### config.mk
export PLATFORM = sky130hd
export DESIGN_NAME = vdp1_cmd_sequencer
export DESIGN_NICKNAME = d
export VERILOG_FILES = /design/src/rtl/vdp1_pkg.sv /design/src/rtl/vdp1_vram_rd_port.sv /design/src/rtl/vdp1_cmd_sequencer.sv
export SDC_FILE = /design/constraint.sdc
export NUM_CORES = 1
export LEC_CHECK = 0
export ABC_AREA = 1
export BUFFER_PORTS_ARGS = -buffer_cell sky130_fd_sc_hd__buf_2
export CAP_MARGIN = 10
export CORE_UTILIZATION = 44
export DETAILED_ROUTE_END_ITERATION = 8
export PLACE_DENSITY = 0.66
export SETUP_SLACK_MARGIN = 0.1
export SYNTH_ARGS = -nofsm -noshare
export SYNTH_HDL_FRONTEND = slang
export SYNTH_SLANG_ARGS = --single-unit
### constraint.sdc
create_clock -name i_clock -period 3.2 [get_ports i_clock]
set_clock_uncertainty 0.2 [all_clocks]
set_input_delay 0.48 -clock i_clock [delete_from_list [all_inputs] [get_ports i_clock]]
set_output_delay 0.48 -clock i_clock [all_outputs]
set_load 0.02 [all_outputs]
### src/rtl/vdp1_pkg.sv
// Shared types and constants for the VDP1 command-table sequencer.
package vdp1_pkg;

  typedef enum logic [2:0] {
    ST_IDLE,
    ST_FETCH,
    ST_DECODE,
    ST_DISPATCH,
    ST_WAIT_DONE,
    ST_NEXT
  } state_t;

  localparam logic [1:0] JP_NEXT   = 2'b00;
  localparam logic [1:0] JP_ASSIGN = 2'b01;
  localparam logic [1:0] JP_CALL   = 2'b10;
  localparam logic [1:0] JP_RETURN = 2'b11;

  localparam int CTRL_END    = 15;
  localparam int CTRL_SKIP   = 14;
  localparam int CTRL_JP_LO  = 12;
  localparam int TABLE_WORDS = 16;
  localparam int FETCH_WORDS = 15;

endpackage

### src/rtl/vdp1_vram_rd_port.sv
// Single-outstanding VRAM read requester: holds req/addr until ack and
// registers the returned word so it is presented one cycle after the ack.
module vdp1_vram_rd_port #(
  parameter int ADDR_W = 18
) (
  input  logic              i_clock,
  input  logic              i_reset_n,
  input  logic              i_rd,
  input  logic [ADDR_W-1:0] i_rd_addr,
  input  logic              i_abort,
  output logic              o_vram_req,
  output logic [ADDR_W-1:0] o_vram_addr,
  input  logic              i_vram_ack,
  input  logic [15:0]       i_vram_rdata,
  output logic              o_rd_valid,
  output logic [15:0]       o_rd_data
);

  logic              r_req;
  logic [ADDR_W-1:0] r_addr;
  logic              r_valid;
  logic [15:0]       r_data;
  logic              w_accept;

  // An abort in the ack cycle discards the word so nothing leaks downstream.
  assign w_accept = r_req && i_vram_ack && !i_abort;

  always_ff @(posedge i_clock) begin
    if (!i_reset_n) begin
      r_req   <= 1'b0;
      r_addr  <= '0;
      r_valid <= 1'b0;
      r_data  <= '0;
    end else begin
      r_valid <= w_accept;
      if (w_accept) r_data <= i_vram_rdata;
      if (i_abort) begin
        r_req <= 1'b0;
      end else if (i_rd) begin
        r_req  <= 1'b1;
        r_addr <= i_rd_addr;
      end else if (w_accept) begin
        r_req <= 1'b0;
      end
    end
  end

  assign o_vram_req  = r_req;
  assign o_vram_addr = r_addr;
  assign o_rd_valid  = r_valid;
  assign o_rd_data   = r_data;

endmodule

### src/rtl/vdp1_cmd_sequencer.sv
// Walks the VDP1 command-table list in VRAM, streams each table to the draw
// engine and follows the CMDCTRL jump/skip/end control.
module vdp1_cmd_sequencer
  import vdp1_pkg::*;
#(
  parameter int          ADDR_W   = 18,
  parameter logic [15:0] MAX_CMDS = 16'hFFFF
) (
  input  logic              i_clock,
  input  logic              i_reset_n,
  input  logic              i_start,
  input  logic              i_stop,
  output logic              o_vram_req,
  output logic [ADDR_W-1:0] o_vram_addr,
  input  logic              i_vram_ack,
  input  logic [15:0]       i_vram_rdata,
  output logic              o_cmd_wr,
  output logic [3:0]        o_cmd_idx,
  output logic [15:0]       o_cmd_word,
  output logic              o_cmd_valid,
  input  logic              i_cmd_ready,
  input  logic              i_draw_done,
  output logic              o_busy,
  output logic              o_list_end,
  output logic              o_overflow,
  output logic [15:0]       o_cmd_count
);

  state_t            r_state, w_state_next;
  logic [ADDR_W-1:0] r_cur_addr, w_cur_next;
  logic [ADDR_W-1:0] r_ret, w_ret_next;
  logic              r_ret_valid, w_ret_valid_next;
  logic [3:0]        r_idx, w_idx_next;
  logic              r_skip, w_skip_next;
  logic [1:0]        r_jp, w_jp_next;
  logic [15:0]       r_link, w_link_next;
  logic              r_list_end, w_list_end_next;
  logic              r_overflow, w_overflow_next;
  logic [15:0]       r_cmd_count, w_cmd_count_next;
  logic [ADDR_W-1:0] w_nxt, w_link_addr, w_rd_addr;
  logic              w_rd, w_abort, w_rd_valid;
  logic [15:0]       w_rd_data;

  assign w_abort     = i_stop && (r_state != ST_IDLE);
  assign w_nxt       = r_cur_addr + ADDR_W'(TABLE_WORDS);
  assign w_link_addr = ADDR_W'({r_link, 2'b00});

  vdp1_vram_rd_port #(.ADDR_W(ADDR_W)) u_rd_port (
    .i_clock      (i_clock),
    .i_reset_n    (i_reset_n),
    .i_rd         (w_rd),
    .i_rd_addr    (w_rd_addr),
    .i_abort      (w_abort),
    .o_vram_req   (o_vram_req),
    .o_vram_addr  (o_vram_addr),
    .i_vram_ack   (i_vram_ack),
    .i_vram_rdata (i_vram_rdata),
    .o_rd_valid   (w_rd_valid),
    .o_rd_data    (w_rd_data)
  );

  always_comb begin
    w_state_next     = r_state;
    w_cur_next       = r_cur_addr;
    w_ret_next       = r_ret;
    w_ret_valid_next = r_ret_valid;
    w_idx_next       = r_idx;
    w_skip_next      = r_skip;
    w_jp_next        = r_jp;
    w_link_next      = r_link;
    w_list_end_next  = r_list_end;
    w_overflow_next  = r_overflow;
    w_cmd_count_next = r_cmd_count;
    w_rd             = 1'b0;
    if (w_abort) begin
      w_state_next = ST_IDLE;
    end else begin
      case (r_state)
        ST_IDLE: if (i_start) begin
          w_cur_next       = '0;
          w_list_end_next  = 1'b0;
          w_overflow_next  = 1'b0;
          w_cmd_count_next = '0;
          w_ret_valid_next = 1'b0;
          w_idx_next       = '0;
          w_rd             = 1'b1;
          w_state_next     = ST_FETCH;
        end
        ST_FETCH: if (w_rd_valid) begin
          if (r_idx == 4'd1) w_link_next = w_rd_data;
          if (r_idx == 4'd0 && w_rd_data[CTRL_END]) begin
            w_list_end_next = 1'b1;
            w_state_next    = ST_IDLE;
          end else begin
            if (r_idx == 4'd0) begin
              w_skip_next = w_rd_data[CTRL_SKIP];
              w_jp_next   = w_rd_data[CTRL_JP_LO+1:CTRL_JP_LO];
            end
            if (r_idx == 4'(FETCH_WORDS - 1)) begin
              w_idx_next   = '0;
              w_state_next = ST_DECODE;
            end else begin
              w_idx_next = r_idx + 4'd1;
              w_rd       = 1'b1;
            end
          end
        end
        ST_DECODE: w_state_next = r_skip ? ST_NEXT : ST_DISPATCH;
        ST_DISPATCH: if (i_cmd_ready) begin
          w_cmd_count_next = r_cmd_count + 16'd1;
          w_state_next     = ST_WAIT_DONE;
        end
        ST_WAIT_DONE: if (i_draw_done) w_state_next = ST_NEXT;
        ST_NEXT: begin
          case (r_jp)
            JP_NEXT:   w_cur_next = w_nxt;
            JP_ASSIGN: w_cur_next = w_link_addr;
            JP_CALL: begin
              w_ret_next       = w_nxt;
              w_ret_valid_next = 1'b1;
              w_cur_next       = w_link_addr;
            end
            default: begin
              // Return without a pending call falls through to the next table.
              if (r_ret_valid) begin
                w_cur_next       = r_ret;
                w_ret_valid_next = 1'b0;
              end else begin
                w_cur_next = w_nxt;
              end
            end
          endcase
          if (r_cmd_count == MAX_CMDS) begin
            w_overflow_next = 1'b1;
            w_state_next    = ST_IDLE;
          end else begin
            w_idx_next   = '0;
            w_rd         = 1'b1;
            w_state_next = ST_FETCH;
          end
        end
        default: w_state_next = ST_IDLE;
      endcase
    end
    w_rd_addr = w_cur_next + ADDR_W'(w_idx_next);
  end

  always_ff @(posedge i_clock) begin
    if (!i_reset_n) begin
      r_state     <= ST_IDLE;
      r_cur_addr  <= '0;
      r_ret       <= '0;
      r_ret_valid <= 1'b0;
      r_idx       <= '0;
      r_skip      <= 1'b0;
      r_jp        <= JP_NEXT;
      r_link      <= '0;
      r_list_end  <= 1'b0;
      r_overflow  <= 1'b0;
      r_cmd_count <= '0;
    end else begin
      r_state     <= w_state_next;
      r_cur_addr  <= w_cur_next;
      r_ret       <= w_ret_next;
      r_ret_valid <= w_ret_valid_next;
      r_idx       <= w_idx_next;
      r_skip      <= w_skip_next;
      r_jp        <= w_jp_next;
      r_link      <= w_link_next;
      r_list_end  <= w_list_end_next;
      r_overflow  <= w_overflow_next;
      r_cmd_count <= w_cmd_count_next;
    end
  end

  assign o_cmd_wr    = w_rd_valid;
  assign o_cmd_idx   = r_idx;
  assign o_cmd_word  = w_rd_data;
  assign o_cmd_valid = (r_state == ST_DISPATCH);
  assign o_busy      = (r_state != ST_IDLE);
  assign o_list_end  = r_list_end;
  assign o_overflow  = r_overflow;
  assign o_cmd_count = r_cmd_count;

endmodule
After elaboration in Yosys (flattened, before gate mapping)
Index checks and enable logic that the tools add are counted.
{"block": "word_totals", "wordCells": 106, "out_inout_bits": 60, "inputBits": 23, "regBits": 117}
{"block": "classes", "muxes": 41, "reduce_logical": 25, "eq_ne": 18, "addsub": 4, "n_bitwise": 3}
{"cell": "$pmux W18 S2", "n": 2}
{"cell": "$mux W18", "n": 3}
{"cell": "$mux W16", "n": 2}
{"cell": "$pmux W16 S2", "n": 1}
{"cell": "$mux W4", "n": 6}
{"cell": "$mux W3", "n": 7}
{"cell": "$add A18 B4 Y18", "n": 1}
{"cell": "$add A18 B5 Y18 const B", "n": 1}
{"cell": "$pmux W3 S6", "n": 1}
{"cell": "$add A16 B1 Y16 const B", "n": 1}
{"cell": "$eq A16 B16 Y1 const B", "n": 1}
{"cell": "$reduce_and A4 Y1", "n": 4}
{"cell": "$reduce_and A5 Y1", "n": 3}
{"cell": "$mux W1", "n": 13}
{"cell": "$pmux W4 S3", "n": 1}
{"cell": "$ne A2 B2 Y1 const B", "n": 5}
{"cell": "$pmux W1 S2", "n": 4}
{"cell": "$reduce_bool A2 Y1", "n": 4}
{"cell": "$eq A3 B2 Y1 const B", "n": 2}
{"cell": "$eq A3 B3 Y1 const B", "n": 2}
{"cell": "$reduce_or A2 Y1", "n": 3}
{"cell": "$add A4 B1 Y4 const B", "n": 1}
{"cell": "$eq A4 B1 Y1 const B", "n": 1}
{"cell": "$eq A4 B4 Y1 const B", "n": 1}
{"cell": "15 further kinds", "n": 21}

Longest topological paths before layout
{"block": "depth", "depth_word": 7, "ltp_mapped": 23}

By module
From an unflattened synthesis, not the netlist that was laid out.
{"block": "hier_totals", "cells_unflattened": 908, "hier_area_um2": 6216.0}
{"module": "vdp1_cmd_sequencer", "area_each_um2": 4793.3, "seq_area_each_um2": 1621.6, "cells_per_inst": 718, "n_inst": 1}
{"module": "vdp1_vram_rd_port", "area_each_um2": 1422.6, "seq_area_each_um2": 720.7, "cells_per_inst": 190, "n_inst": 1}

Worst setup path after synthesis
OpenSTA, ideal clock, no wires.
{"block": "synth_path", "path_kind": "reg-to-reg", "start": "register r_cmd_count[0] (netlist: o_cmd_count[0])", "end": "register u_rd_port.r_addr[16] (netlist: u_rd_port.o_vram_addr[16])", "period_less_slack_ns": 3.062, "stages_incl_launch_ff": 21, "n_path_buf": 0, "arrival_ns": 2.745, "slack_ns": 0.138, "path_cell_list": "dfxtp_1 ha_1 nand4_1 nor2_1 nand3_1 nor2_1 inv_1 nand3_1 o211ai_1 nand2_1 ha_1 fa_1 nand3_1 nand3_1 nand3_2 nor2_4 nand3_2 nor2_1 a21oi_1 nor2_1 nor2_1"}
{"block": "synth_via", "elab_chain_len": 5, "elab_cells_between_ends": 9}
{"element": "from (decl)", "line_no": "vdp1_cmd_sequencer.sv:39", "source": "logic [15:0] r_cmd_count, w_cmd_count_next;"}
{"element": "from (signal assigned)", "line_no": "vdp1_cmd_sequencer.sv:172", "source": "r_cmd_count <= w_cmd_count_next;"}
{"element": "$eq A16 B16 Y1", "line_no": "vdp1_cmd_sequencer.sv:133", "source": "if (r_cmd_count == MAX_CMDS) begin"}
{"element": "$mux W4", "line_no": "vdp1_cmd_sequencer.sv:133"}
{"element": "$pmux W4 S3", "line_no": "vdp1_cmd_sequencer.sv:78", "source": "case (r_state)"}
{"element": "$mux W4", "line_no": "vdp1_cmd_sequencer.sv:75", "source": "if (w_abort) begin"}
{"element": "named net w_idx_next[0]", "line_no": "vdp1_cmd_sequencer.sv:33", "source": "logic [3:0] r_idx, w_idx_next;"}
{"element": "$add A18 B4 Y18", "line_no": "vdp1_cmd_sequencer.sv:145", "source": "w_rd_addr = w_cur_next + ADDR_W'(w_idx_next);"}
{"element": "to (signal assigned)", "line_no": "vdp1_vram_rd_port.sv:41", "source": "r_addr <= i_rd_addr;"}
{"element": "to (decl)", "line_no": "vdp1_vram_rd_port.sv:20", "source": "logic [ADDR_W-1:0] r_addr;"}
The timed path passes the listed nets, and every way through them passes these cells.
A chain may end at the register's enable or synchronous reset.

Worst setup path after layout
{"block": "layout_path", "start": "register r_idx[1] (netlist: o_cmd_idx[1])", "end": "register u_rd_port.r_addr[15] (netlist: u_rd_port.o_vram_addr[15])"}
{"block": "layout_via", "elab_chain_len": 7, "elab_cells_between_ends": 18}
{"element": "from (decl)", "line_no": "vdp1_cmd_sequencer.sv:33"}
{"element": "from (signal assigned)", "line_no": "vdp1_cmd_sequencer.sv:166", "source": "r_idx <= w_idx_next;"}
{"element": "$add A4 B1 Y4 (tied with other cells)", "line_no": "vdp1_cmd_sequencer.sv:103", "source": "w_idx_next = r_idx + 4'd1;"}
{"element": "$mux W4 or $logic_and A1 B1 Y1 (tied branches)", "line_no": "vdp1_cmd_sequencer.sv:99, vdp1_cmd_sequencer.sv:91"}
{"element": "$mux W4 *", "line_no": "vdp1_cmd_sequencer.sv:91", "source": "if (r_idx == 4'd0 && w_rd_data[CTRL_END]) begin"}
{"element": "$mux W4 *", "line_no": "vdp1_cmd_sequencer.sv:89", "source": "ST_FETCH: if (w_rd_valid) begin"}
{"element": "$pmux W4 S3 *", "line_no": "vdp1_cmd_sequencer.sv:78"}
{"element": "$mux W4 *", "line_no": "vdp1_cmd_sequencer.sv:75"}
{"element": "named net w_idx_next[3]", "line_no": "vdp1_cmd_sequencer.sv:33"}
{"element": "$add A18 B4 Y18 *", "line_no": "vdp1_cmd_sequencer.sv:145"}
Mark *: on every way through the listed nets, which the timed path passes. The rest lies on a longest branch.

==> summary.json <==
{
  "run_status": {"value": "completed"},
  "synthTopCellsByArea": {"value": "sky130_fd_sc_hd__dfxtp_1 39%, sky130_fd_sc_hd__nand2_1 13%, sky130_fd_sc_hd__inv_1 7.5%"},
  "synth.net_count": {"value": 923},
  "crit_chain": {"value": "inv_1 -> nor3_1 -> nand2_1 -> xor2_1 -> nand2_1 -> o21ai_0 -> nand2_1 -> nand2_2 -> ha_4 -> nand2_2 -> nand2_4 -> nand3_4 -> nor2_4 -> nand3_4 -> nor2_4 -> nand2_1 -> nand2_1 -> nand2_1 -> a21oi_1"},
  "antenna_found_initial": {"value": 0},
  "vias": {"value": 6120},
  "synthesis.instances": {"value": 889},
  "pin_count_of_the_biggest_net_entering_global_routing": {"value": 50},
  "number_of_synthesized_flops_with_an_enable_pin": {"value": 0},
  "final-setup-viol-count": {"value": 0},
  "remaining_routing_drc_violations": {"value": 0},
  "startpoint_type": {"value": "flop"},
  "power.net_switching": {"value": 1.64, "unit": "mW"},
  "async_s_r_ff_share_synth": {"value": 0},
  "postSynth.topFlopCell": {"value": "sky130_fd_sc_hd__dfxtp_1"},
  "path_delay_family": {"value": "simple AND/OR/NAND/NOR gates"},
  "avgSynthCellArea": {"value": 6.74, "unit": "um^2"},
  "period_share": {"value": 0.933},
  "clockPowerShare": {"value": 0.405},
  "critical_path.slowest_cell": {"value": "sky130_fd_sc_hd__dfxtp_2"},
  "design.die.area": {"value": 14100, "unit": "um^2"},
  "post_cts_hold_buffer_count": {"value": 0},
  "global_route.usage.total": {"value": 0.241},
  "place.gp.congestion": {"value": 0.891},
  "cts_buffer_depth": {"value": 2},
  "synthToLayoutAreaGrowth": {"value": 27.6, "unit": "%"},
  "worst-endpoint-required": {"value": 3.36, "unit": "ns"},
  "globalRoute.totalOverflow": {"value": 0},
  "final.setup.tns": {"value": 0, "unit": "ns"},
  "die_h": {"value": 119, "unit": "um"},
  "biggest_cell_delay_along_the_critical_path": {"value": 0.39, "unit": "ns"},
  "grt_setup_unrepaired": {"value": "true"},
  "synth.yosys.warnings": {"value": 0},
  "synth_cell_type_count": {"value": 35},
  "p_comb_frac": {"value": 0.243},
  "fill_cell_instance_count_of_the_final_layout": {"value": 1344},
  "final_antenna_net_count": {"value": 0},
  "drt-pass1-iter-count": {"value": 5},
  "yosysMostFrequentCell": {"value": "sky130_fd_sc_hd__nand2_1"},
  "clock_tree.root_cell": {"value": "sky130_fd_sc_hd__clkbuf_16"},
  "fin_nets": {"value": 1045},
  "r2r_setup_slack": {"value": 0.22, "unit": "ns"},
  "via_count_of_the_first_global_routing_pass": {"value": 5630},
  "synth_sequential_area_ratio": {"value": 0.391},
  "layout_setup_ws": {"value": 0.216, "unit": "ns"},
  "top_cells_by_instance_count_after_synthesis": {"value": "201 x sky130_fd_sc_hd__nand2_1, 119 x sky130_fd_sc_hd__inv_1, 117 x sky130_fd_sc_hd__dfxtp_1"},
  "timing.critical_path.mode_cell": {"value": "sky130_fd_sc_hd__nand2_1"},
  "antenna-diode-count": {"value": 0},
  "netlist.top_cell.by_area": {"value": "sky130_fd_sc_hd__dfxtp_1"},
  "detailedPlace.worstSlack": {"value": 0.0532, "unit": "ns"},
  "placement.io_buffers": {"value": 82},
  "numClockSinks": {"value": 117},
  "drive_above_1_share": {"value": 0.231},
  "power_frac_seq": {"value": 0.352},
  "postRouteWirelength": {"value": 16.3, "unit": "mm"},
  "detail_route.vias_per_cell": {"value": 5.10},
  "max_freq": {"value": 335, "unit": "MHz"},
  "slew_violations": {"value": 0},
  "post-route-util": {"value": 0.577},
  "worst_setup_hold_path_clk_slew": {"value": 0.06, "unit": "ns"},
  "placementRows": {"value": 42},
  "period_minus_slack": {"value": 2.98, "unit": "ns"},
  "max-slew-margin-rel": {"value": 0.673},
  "critical_path_at": {"value": 3.15, "unit": "ns"},
  "detailedRoute.firstIterationViolations": {"value": 412},
  "critical_path.n_buffers_inverters": {"value": 1},
  "post-dp-hpwl": {"value": 11.7, "unit": "mm"},
  "clk-insertion-delay-late": {"value": 0.43, "unit": "ns"},
  "power_density": {"value": 624, "unit": "nW/um^2"},
  "grt_first_pass_wirelength": {"value": 26.9, "unit": "mm"},
  "wire_per_inst": {"value": 13.6, "unit": "um"},
  "syn-cell-area": {"value": 5990, "unit": "um^2"},
  "critical_path_peak_fanout": {"value": 6},
  "htreeDepth": {"value": 4},
  "synth_seq_cells": {"value": 117},
  "worstMarginPinSlew": {"value": 0.488, "unit": "ns"},
  "cellLeakagePower": {"value": 3.39, "unit": "nW"},
  "setup.worst_path.end_class": {"value": "flop"},
  "vdd_ir_drop_max": {"value": 0.375, "unit": "mV"},
  "yosys.area.top_type_share": {"value": 0.391},
  "die_wd": {"value": 119, "unit": "um"},
  "start_util": {"value": 0.452},
  "io-pin-count": {"value": 83},
  "count_of_maximum_capacitance_violations": {"value": 0},
  "timing.hold.worst.class": {"value": "in2reg"},
  "timing.setup.critical_path_class": {"value": "reg2reg"},
  "hold_viol": {"value": 0},
  "tritoncts": {"value": "done"},
  "cts-buffers-inserted": {"value": 17},
  "cellInternalPower": {"value": 3.13, "unit": "mW"},
  "core_region_area": {"value": 13200, "unit": "um^2"},
  "sw_frac_of_total": {"value": 0.343}
}
==> worst reg2reg max path: cells and delay by family (launching register included) <==
family	cells	cell delay (ns)
and+or+nand+nor	14	1.52
DFF	1	0.39
adders and majority gates	1	0.29
AOI/OAI and AO/OA	2	0.24
xor gates and xnor gates	1	0.16
buffers and inverters	1	0.11
==> state kept, by name, summed over array words and instances (netlist names), 3 cells and up <==
name,count
r_cur_addr,18
r_ret,18
u_rd_port.o_vram_addr,18
o_cmd_count,16
r_link,16
u_rd_port.o_rd_data,16
o_cmd_idx,4
r_state,3
==> power by group through the flow <==
stage	Combinational [mW]	Sequential [mW]	Clock, mW
2_1_floorplan	0.577	1.85	0
3_5_place_dp	1.12	1.70	0
3_3_place_gp	1.12	1.70	0
4_1_cts	1.13	1.67	1.96
6_report	1.16	1.68	1.93
5_1_grt	1.29	1.70	2.02
==> path summary, 6_finish.rpt <==
kind	cells past startpoint	endpoint	from
hold / removal	3	u_rd_port.o_rd_data[8]	i_vram_rdata[8]
setup / recovery	19	u_rd_port.o_vram_addr[15]	o_cmd_idx[1]
hold reg to reg	2	o_list_end	o_list_end
setup reg to reg	19	u_rd_port.o_vram_addr[15]	o_cmd_idx[1]
==> kinds of logic after synthesis <==
| kind of cell | Yosys count | share of synthesized area |
|---|---|---|
| DFF | 117 | 0.391 |
| AOI/OAI and AO/OA | 197 | 0.175 |
| adders and majority gates | 11 | 0.0242 |
| and+or+nand+nor | 400 | 0.293 |
| buffers and inverters | 149 | 0.0957 |
| xor gates and xnor gates | 15 | 0.0219 |
==> placed cells by master (no fill, tap or decap), types with 12 or more instances in the layout <==
cell | netlist | final
sky130_fd_sc_hd__dfxtp_1 | 117 | 107
sky130_fd_sc_hd__nor2_1 | 94 | 89
sky130_fd_sc_hd__clkbuf_16 | 0 | 17
sky130_fd_sc_hd__a21oi_1 | 86 | 84
sky130_fd_sc_hd__buf_4 | 0 | 44
sky130_fd_sc_hd__nand2_1 | 201 | 191
sky130_fd_sc_hd__inv_1 | 119 | 114
sky130_fd_sc_hd__nand3_1 | 57 | 50
sky130_fd_sc_hd__o21ai_0 | 87 | 81
sky130_fd_sc_hd__nand3_2 | 9 | 14
sky130_fd_sc_hd__buf_2 | 5 | 82
sky130_fd_sc_hd__nand2_2 | 3 | 12
==> layer usage <==
layer | track usage | up-vias | routed length (um)
met3 | 0.0516 | 30 | 810
met2 | 0.392 | 146 | 7670
met4 | 0.0989 | 0 | 324
met1 | 0.309 | 2800 | 7470
met5 | 0 | - | 0
li1 | - | 3144 | -
==> timing repair <==
item,CTS,global route
buffers inserted,1,8
gates resized for setup,5,58
pin swaps,1,27
endpoints found under the setup margin,8,11
==> per-stage QoR <==
| stage | power, mW | cells | cell area [um^2] | hold WS, ns |
|---|---|---|---|---|
| final | 4.77 | 1200 | 7640 | 0.130 |
| after floorplan | 2.42 | 889 | 5990 | 0.225 |
| after CTS | 4.76 | 1192 | 7390 | 0.122 |
| after global routing | 5.01 | 1200 | 7640 | 0.154 |
| after detailed placement | 2.82 | 1159 | 6780 | 0.240 |
| after global placement | 2.82 | 1159 | 6780 | 0.236 |
==> final cells by class <==
class,instances,area [um^2],area share
multi-input combinational,623,3260,0.427
sequential,117,2350,0.308
timing repair buffer,126,741,0.0969
inverter,126,473,0.0619
clock buffer,17,425,0.0556
tap,176,220,0.0288
clock inverter,15,170,0.0223
Note: power is estimated with default switching activity, not from simulation.
